$ cat config.mk
export PLATFORM = sky130hd
export DESIGN_NAME = onchip_mem_arbiter_flat
export DESIGN_NICKNAME = d
export VERILOG_FILES = /design/src/rtl/onchip_mem_arbiter_if.sv /design/src/rtl/onchip_mem_arbiter.sv /design/src/flat_wrapper.sv
export SDC_FILE = /design/constraint.sdc
export NUM_CORES = 1
export LEC_CHECK = 0
export CAP_MARGIN = 10
export CORE_AREA = 2 2 98 100
export DETAILED_ROUTE_END_ITERATION = 12
export DIE_AREA = 0 0 100 102
export DONT_BUFFER_PORTS = 1
export PLACE_DENSITY = 0.32
export SLEW_MARGIN = 20
export SYNTH_ARGS = -nofsm -noshare
export SYNTH_HDL_FRONTEND = slang
export SYNTH_SLANG_ARGS = --single-unit
export TNS_END_PERCENT = 10
$ cat constraint.sdc
create_clock -name clk -period 4.02 [get_ports clk]
set_input_delay 0.603 -clock clk [delete_from_list [all_inputs] [get_ports clk]]
set_output_delay 0.603 -clock clk [all_outputs]
set_load 0.01 [all_outputs]
$ cat src/rtl/onchip_mem_arbiter_if.sv
// Bus bundle between the two Avalon-MM masters, the arbiter and the on-chip RAM.
// Signal names match the original flat port list so existing connections map one-to-one.
interface onchip_mem_arbiter_if #(
    parameter int ADDR_W = 13,
    parameter int DATA_W = 32
);
    logic [ADDR_W-1:0]   m0_address;
    logic [DATA_W/8-1:0] m0_byteenable;
    logic                m0_read;
    logic                m0_write;
    logic [DATA_W-1:0]   m0_writedata;
    logic                m0_waitrequest;
    logic [DATA_W-1:0]   m0_readdata;
    logic                m0_readdatavalid;

    logic [ADDR_W-1:0]   m1_address;
    logic [DATA_W/8-1:0] m1_byteenable;
    logic                m1_read;
    logic                m1_write;
    logic [DATA_W-1:0]   m1_writedata;
    logic                m1_waitrequest;
    logic [DATA_W-1:0]   m1_readdata;
    logic                m1_readdatavalid;

    logic [ADDR_W-1:0]   mem_address;
    logic [DATA_W/8-1:0] mem_byteenable;
    logic                mem_chipselect;
    logic                mem_write;
    logic [DATA_W-1:0]   mem_writedata;
    logic                mem_clken;
    logic [DATA_W-1:0]   mem_readdata;
    logic                oor_error;

    // Arbiter view
    modport slave (
        input  m0_address, m0_byteenable, m0_read, m0_write, m0_writedata,
        output m0_waitrequest, m0_readdata, m0_readdatavalid,
        input  m1_address, m1_byteenable, m1_read, m1_write, m1_writedata,
        output m1_waitrequest, m1_readdata, m1_readdatavalid,
        output mem_address, mem_byteenable, mem_chipselect, mem_write,
        output mem_writedata, mem_clken, oor_error,
        input  mem_readdata
    );

    // Environment view: both masters plus the RAM
    modport master (
        output m0_address, m0_byteenable, m0_read, m0_write, m0_writedata,
        input  m0_waitrequest, m0_readdata, m0_readdatavalid,
        output m1_address, m1_byteenable, m1_read, m1_write, m1_writedata,
        input  m1_waitrequest, m1_readdata, m1_readdatavalid,
        input  mem_address, mem_byteenable, mem_chipselect, mem_write,
        input  mem_writedata, mem_clken, oor_error,
        output mem_readdata
    );
endinterface

$ cat src/rtl/onchip_mem_arbiter.sv
// Two-master round-robin arbiter in front of a single-port on-chip RAM with 1-cycle read latency.
// Grants are combinational; only the read-return tracking, last grant and error flag are registered.
module onchip_mem_arbiter #(
    parameter int ADDR_W = 13,
    parameter int DATA_W = 32,
    parameter int DEPTH  = 5120
) (
    input  logic                 clk,
    input  logic                 reset_n,
    onchip_mem_arbiter_if.slave  bus
);
    localparam int               BE_W    = DATA_W / 8;
    localparam logic [ADDR_W:0]  DEPTH_W = (ADDR_W + 1)'(DEPTH);

    logic              req0, req1, grant0, grant1, any_grant;
    logic              wr_sel, rd_sel, in_range;
    logic [ADDR_W-1:0] addr_sel;
    logic [BE_W-1:0]   be_sel;
    logic [DATA_W-1:0] wd_sel, rdata;

    logic last_grant_q, last_grant_d;
    logic rv_pend_q, rv_pend_d;
    logic rv_owner_q, rv_owner_d;
    logic rv_oor_q, rv_oor_d;
    logic oor_q, oor_d;

    always_comb begin
        req0      = bus.m0_read | bus.m0_write;
        req1      = bus.m1_read | bus.m1_write;
        // Reset gating keeps both masters stalled while reset_n is low
        grant0    = reset_n & req0 & (~req1 | last_grant_q);
        grant1    = reset_n & req1 & (~req0 | ~last_grant_q);
        any_grant = grant0 | grant1;

        addr_sel  = grant1 ? bus.m1_address    : bus.m0_address;
        be_sel    = grant1 ? bus.m1_byteenable : bus.m0_byteenable;
        wd_sel    = grant1 ? bus.m1_writedata  : bus.m0_writedata;
        wr_sel    = grant1 ? bus.m1_write      : bus.m0_write;
        rd_sel    = grant1 ? (bus.m1_read & ~bus.m1_write) : (bus.m0_read & ~bus.m0_write);
        in_range  = {1'b0, addr_sel} < DEPTH_W;

        last_grant_d = any_grant ? grant1 : last_grant_q;
        rv_pend_d    = any_grant & rd_sel;
        rv_owner_d   = grant1;
        rv_oor_d     = ~in_range;
        oor_d        = oor_q | (any_grant & ~in_range);

        rdata = rv_oor_q ? '0 : bus.mem_readdata;
    end

    always_comb begin
        bus.m0_waitrequest   = ~grant0;
        bus.m1_waitrequest   = ~grant1;
        bus.m0_readdatavalid = rv_pend_q & ~rv_owner_q;
        bus.m1_readdatavalid = rv_pend_q & rv_owner_q;
        bus.m0_readdata      = (rv_pend_q & ~rv_owner_q) ? rdata : '0;
        bus.m1_readdata      = (rv_pend_q & rv_owner_q) ? rdata : '0;

        bus.mem_address    = addr_sel;
        bus.mem_byteenable = wr_sel ? be_sel : '1;
        bus.mem_writedata  = wd_sel;
        bus.mem_chipselect = any_grant;
        bus.mem_write      = any_grant & wr_sel & in_range;
        bus.mem_clken      = 1'b1;
        bus.oor_error      = oor_q;
    end

    always_ff @(posedge clk or negedge reset_n) begin
        if (!reset_n) begin
            last_grant_q <= 1'b1;
            rv_pend_q    <= 1'b0;
            rv_owner_q   <= 1'b0;
            rv_oor_q     <= 1'b0;
            oor_q        <= 1'b0;
        end else begin
            last_grant_q <= last_grant_d;
            rv_pend_q    <= rv_pend_d;
            rv_owner_q   <= rv_owner_d;
            rv_oor_q     <= rv_oor_d;
            oor_q        <= oor_d;
        end
    end
endmodule

$ cat src/flat_wrapper.sv
// flat-port wrapper written by rule: the top's interface ports become plain ports
module onchip_mem_arbiter_flat 
#(
    parameter int ADDR_W = 13,
    parameter int DATA_W = 32,
    parameter int DEPTH  = 5120
)
  (clk, reset_n, bus_m0_address, bus_m0_byteenable, bus_m0_read, bus_m0_write, bus_m0_writedata, bus_m0_waitrequest, bus_m0_readdata, bus_m0_readdatavalid, bus_m1_address, bus_m1_byteenable, bus_m1_read, bus_m1_write, bus_m1_writedata, bus_m1_waitrequest, bus_m1_readdata, bus_m1_readdatavalid, bus_mem_address, bus_mem_byteenable, bus_mem_chipselect, bus_mem_write, bus_mem_writedata, bus_mem_clken, bus_oor_error, bus_mem_readdata);
  onchip_mem_arbiter_if #(.ADDR_W(ADDR_W), .DATA_W(DATA_W)) bus_i ();
  input  logic clk;
  input  logic reset_n;
  input wire logic [$bits(bus_i.m0_address)-1:0] bus_m0_address;
  input wire logic [$bits(bus_i.m0_byteenable)-1:0] bus_m0_byteenable;
  input wire logic [$bits(bus_i.m0_read)-1:0] bus_m0_read;
  input wire logic [$bits(bus_i.m0_write)-1:0] bus_m0_write;
  input wire logic [$bits(bus_i.m0_writedata)-1:0] bus_m0_writedata;
  output wire logic [$bits(bus_i.m0_waitrequest)-1:0] bus_m0_waitrequest;
  output wire logic [$bits(bus_i.m0_readdata)-1:0] bus_m0_readdata;
  output wire logic [$bits(bus_i.m0_readdatavalid)-1:0] bus_m0_readdatavalid;
  input wire logic [$bits(bus_i.m1_address)-1:0] bus_m1_address;
  input wire logic [$bits(bus_i.m1_byteenable)-1:0] bus_m1_byteenable;
  input wire logic [$bits(bus_i.m1_read)-1:0] bus_m1_read;
  input wire logic [$bits(bus_i.m1_write)-1:0] bus_m1_write;
  input wire logic [$bits(bus_i.m1_writedata)-1:0] bus_m1_writedata;
  output wire logic [$bits(bus_i.m1_waitrequest)-1:0] bus_m1_waitrequest;
  output wire logic [$bits(bus_i.m1_readdata)-1:0] bus_m1_readdata;
  output wire logic [$bits(bus_i.m1_readdatavalid)-1:0] bus_m1_readdatavalid;
  output wire logic [$bits(bus_i.mem_address)-1:0] bus_mem_address;
  output wire logic [$bits(bus_i.mem_byteenable)-1:0] bus_mem_byteenable;
  output wire logic [$bits(bus_i.mem_chipselect)-1:0] bus_mem_chipselect;
  output wire logic [$bits(bus_i.mem_write)-1:0] bus_mem_write;
  output wire logic [$bits(bus_i.mem_writedata)-1:0] bus_mem_writedata;
  output wire logic [$bits(bus_i.mem_clken)-1:0] bus_mem_clken;
  output wire logic [$bits(bus_i.oor_error)-1:0] bus_oor_error;
  input wire logic [$bits(bus_i.mem_readdata)-1:0] bus_mem_readdata;
  assign bus_i.m0_address = bus_m0_address;
  assign bus_i.m0_byteenable = bus_m0_byteenable;
  assign bus_i.m0_read = bus_m0_read;
  assign bus_i.m0_write = bus_m0_write;
  assign bus_i.m0_writedata = bus_m0_writedata;
  assign bus_m0_waitrequest = bus_i.m0_waitrequest;
  assign bus_m0_readdata = bus_i.m0_readdata;
  assign bus_m0_readdatavalid = bus_i.m0_readdatavalid;
  assign bus_i.m1_address = bus_m1_address;
  assign bus_i.m1_byteenable = bus_m1_byteenable;
  assign bus_i.m1_read = bus_m1_read;
  assign bus_i.m1_write = bus_m1_write;
  assign bus_i.m1_writedata = bus_m1_writedata;
  assign bus_m1_waitrequest = bus_i.m1_waitrequest;
  assign bus_m1_readdata = bus_i.m1_readdata;
  assign bus_m1_readdatavalid = bus_i.m1_readdatavalid;
  assign bus_mem_address = bus_i.mem_address;
  assign bus_mem_byteenable = bus_i.mem_byteenable;
  assign bus_mem_chipselect = bus_i.mem_chipselect;
  assign bus_mem_write = bus_i.mem_write;
  assign bus_mem_writedata = bus_i.mem_writedata;
  assign bus_mem_clken = bus_i.mem_clken;
  assign bus_oor_error = bus_i.oor_error;
  assign bus_i.mem_readdata = bus_mem_readdata;
  onchip_mem_arbiter #(.ADDR_W(ADDR_W), .DATA_W(DATA_W), .DEPTH(DEPTH)) u_core (.clk(clk), .reset_n(reset_n), .bus(bus_i));
endmodule
==> Implementation_results.wiki <==
{| class="wikitable"
! Metric !! Value
|-
| Area inside the core boundary || 9110 um^2
|-
| R2R depth || 5
|-
| Via count of the routed design || 1757
|-
| Average routed wire per standard cell || 14.6 um
|-
| Clk buf depth || 2
|-
| Hold Buf Count CTS || 0
|-
| Critical path data required time || 3.42 ns
|-
| Worst setup slack after placement || 1.56 ns
|-
| Worst stage delay on the critical path || 0.53 ns
|-
| Cell taking the most area after synthesis || sky130_fd_sc_hd__nand2_1
|-
| RR Endpoint || u_core.bus.oor_error
|-
| Synthesized area divided by synthesized cell count || 4.98 um^2
|-
| Die Y || 102 um
|-
| Number of max-cap violations || 0
|-
| Final critical path time including I/O delays and setup || 2.50 ns
|-
| Startpoint of the lowest-slack register-to-register path || u_core.last_grant_q
|-
| Lkg Pwr || 0.754 nW
|-
| Relative slew slack || 0.316
|-
| Post-route design area || 1500 um^2
|-
| Clock latency on the worst-skew pair || 0.22 ns
|-
| Fin Hold WS || 0.0824 ns
|-
| Cells after synthesis || 296
|-
| Highest Clock Rate || 399 MHz
|-
| Total I/O pin count || 257
|-
| Unrepaired setup endpoints after global routing || false
|-
| # resized after CTS || 0
|-
| Synth cell types || 26
|-
| Chain of cells forming the critical path || o21ai_1 -> and3b_2 -> inv_4 -> nand3_1 -> a21boi_1
|-
| Post-Syn Area || 1470 um^2
|-
| Overall die area || 10200 um^2
|-
| WP data arrival || 1.90 ns
|-
| Run status || completed
|-
| Aggregate negative setup slack || 0 ns
|-
| Total congestion overflow after global routing || 0
|-
| Pin count of the biggest net entering global routing || 59
|-
| Starting density of the core || 0.162
|-
| Async SR Flop Fraction || 1.00
|-
| Last weighted congestion value of the routability-driven placer || 0.906
|-
| Total count of hold-check failures in the final report || 0
|-
| CTS Buf Count || 3
|-
| Most used cells in the layout excluding fill and tap cells || 138 x sky130_fd_sc_hd__nand2_1, 66 x sky130_fd_sc_hd__nor2_1, 32 x sky130_fd_sc_hd__nand2b_1
|-
| Final period util || 0.623
|-
| P per Cell Area || 236 nW/um^2
|-
| Master of the slowest instance on the critical path || sky130_fd_sc_hd__dfstp_2
|-
| Min setup slack post-route || 1.52 ns
|-
| Max H-tree Level || 1
|-
| Sum of net half-perimeters after detailed placement || 4730 um
|-
| Final slew viol count || 0
|-
| Worst clock skew || 0.00355 ns
|-
| Most common library cell in the layout ignoring fill and taps || sky130_fd_sc_hd__nand2_1
|-
| Crit. End Element || output pin
|-
| Area added between synthesis and finish || 2.04%
|-
| Critical path type || register to output pin
|-
| Setup-violating endpoint count in the final report || 0
|-
| TritonCTS clock tree || done
|-
| Kind of start point of the critical path || register
|-
| Antenna Cells || 0
|-
| Part of the Yosys area used for sequential elements || 0.0858
|-
| Post-synth top flop || sky130_fd_sc_hd__dfrtp_1
|-
| Net Count, Synth || 432
|-
| CTS sink cnt || 5
|-
| Drt first-iter violations || 41
|-
| Number of synthesized flops with an enable pin || 0
|-
| Number of register bits inferred by synthesis || 5
|-
| Share of layout cells above drive strength 1 || 0.0469
|-
| Number of buffers inserted by port buffering || 0
|-
| Buffer cell driving the clock tree root || sky130_fd_sc_hd__clkbuf_8
|-
| Antenna violations before repair || 0
|-
| Path class of the lowest-slack min-delay path || input pin to async pin
|-
| First-pass GRT wire length || 6970 um
|-
| Placed cell area || 1460 um^2
|-
| First element of the critical path || u_core.last_grant_q
|-
| Filler cell count in the final layout || 1063
|-
| Postcts setup bufs || 0
|-
| Floorplan die width || 100 um
|-
| Vias in the first global route || 1409
|-
| Overall track demand over capacity in global routing || 0.0880
|-
| Tightest Pin Transition || 1.02 ns
|-
| Synthesis Warnings || 0
|-
| Worst IR drop on VDD || 0.0838 mV
|-
| Final antenna-violating net count || 0
|-
| CTS clock-pin slew for the worst setup and hold paths || 0.04 ns
|-
| DRT Wirelength || 5680 um
|-
| Number of detailed-route iterations in the first pass || 4
|-
| Number of standard-cell rows in the floorplan || 35
|-
| Top post-synthesis cells by area || sky130_fd_sc_hd__nand2_1 35%, sky130_fd_sc_hd__nor2_1 17%, sky130_fd_sc_hd__nand2b_1 14%
|-
| Nets || 414
|-
| Fraction of post-synthesis cell area in the top cell type by area || 0.352
|-
| Number of vias per cell after detailed routing || 4.53
|-
| Max FO, Critical Path || 58
|-
| Flop-to-flop setup slack || 2.27 ns
|-
| Post-route DRC || 0
|-
| Critical path endpoint || bus_mem_write
|-
| PnR Total Power || 0.000355 W
|}
[synth_stat cells, drive strengths merged (2+ instances only)]
library cell,instances
nand2,138
nor2,66
nand2b,33
buf,14
clkbuf,10
inv,7
nor3b,5
a31oi,4
dfrtp,4
o21ai,4
nand3,2
[through the flow]
| stage | util | instances |
|---|---|---|
| after floorplan | - | 296 |
| after global placement | 0.160 | 384 |
| after detailed placement | 0.160 | 384 |
| after CTS | 0.165 | 388 |
| after global routing | 0.165 | 388 |
| final | 0.165 | 388 |
[worst max-delay path: cells and delay by family (launching register included)]
family	cells	cell delay, ns
buffers and inverters	1	0.42
and+or+nand+nor	2	0.36
AOI/OAI and AO/OA	2	0.36
DFF	1	0.53
[report_power, final]
group	switching (W)	internal (W)	total, W
Sequential	0.00000855	0.0000563	0.0000649
Clock	0.0000221	0.0000678	0.0000899
Combinational	0.000144	0.0000562	0.000200
[flip-flops by register name, summed over array words and instances (netlist names)]
name	count
u_core.bus.oor_error	1
u_core.rv_pend_q	1
u_core.last_grant_q	1
u_core.rv_owner_q	1
u_core.rv_oor_q	1
[layer usage]
metal | GRT usage | part of all wire | vias to the layer above
met5 | 0 | 0 | -
met4 | 0.00948 | 0.0025 | 0
met3 | 0.0260 | 0.12 | 4
met2 | 0.210 | 0.57 | 150
met1 | 0.0670 | 0.31 | 756
li1 | - | - | 847
[cells by family after synthesis]
kind of cell | Yosys count | share of synthesized area
and+or+nand+nor | 245 | 0.712
buffers and inverters | 31 | 0.132
AOI/OAI and AO/OA | 13 | 0.0586
DFF | 5 | 0.0858
muxes | 1 | 0.00934
other | 1 | 0.00255
[worst min-delay path by stage]
stage	start	slack [ns]	to	depth (start not counted)
detailed placement	reset_n	0.31	u_core.rv_oor_q	0
global placement	reset_n	0.31	u_core.rv_oor_q	0
CTS	reset_n	0.08	u_core.bus.oor_error	0
floorplan	reset_n	0.31	u_core.bus.oor_error	0
finish	reset_n	0.08	u_core.bus.oor_error	0
global route	reset_n	0.07	u_core.bus.oor_error	0
[cell type report]
type                       instances  area (um^2)  area share
multi-input combinational        260         1160       0.769
tap                              111          139      0.0924
inverter                           7         28.8      0.0192
clock buffer                       4         45.0      0.0300
timing repair buffer               1         7.51     0.00500
sequential                         5          126      0.0841
Note: power is estimated with default switching activity, not from simulation.
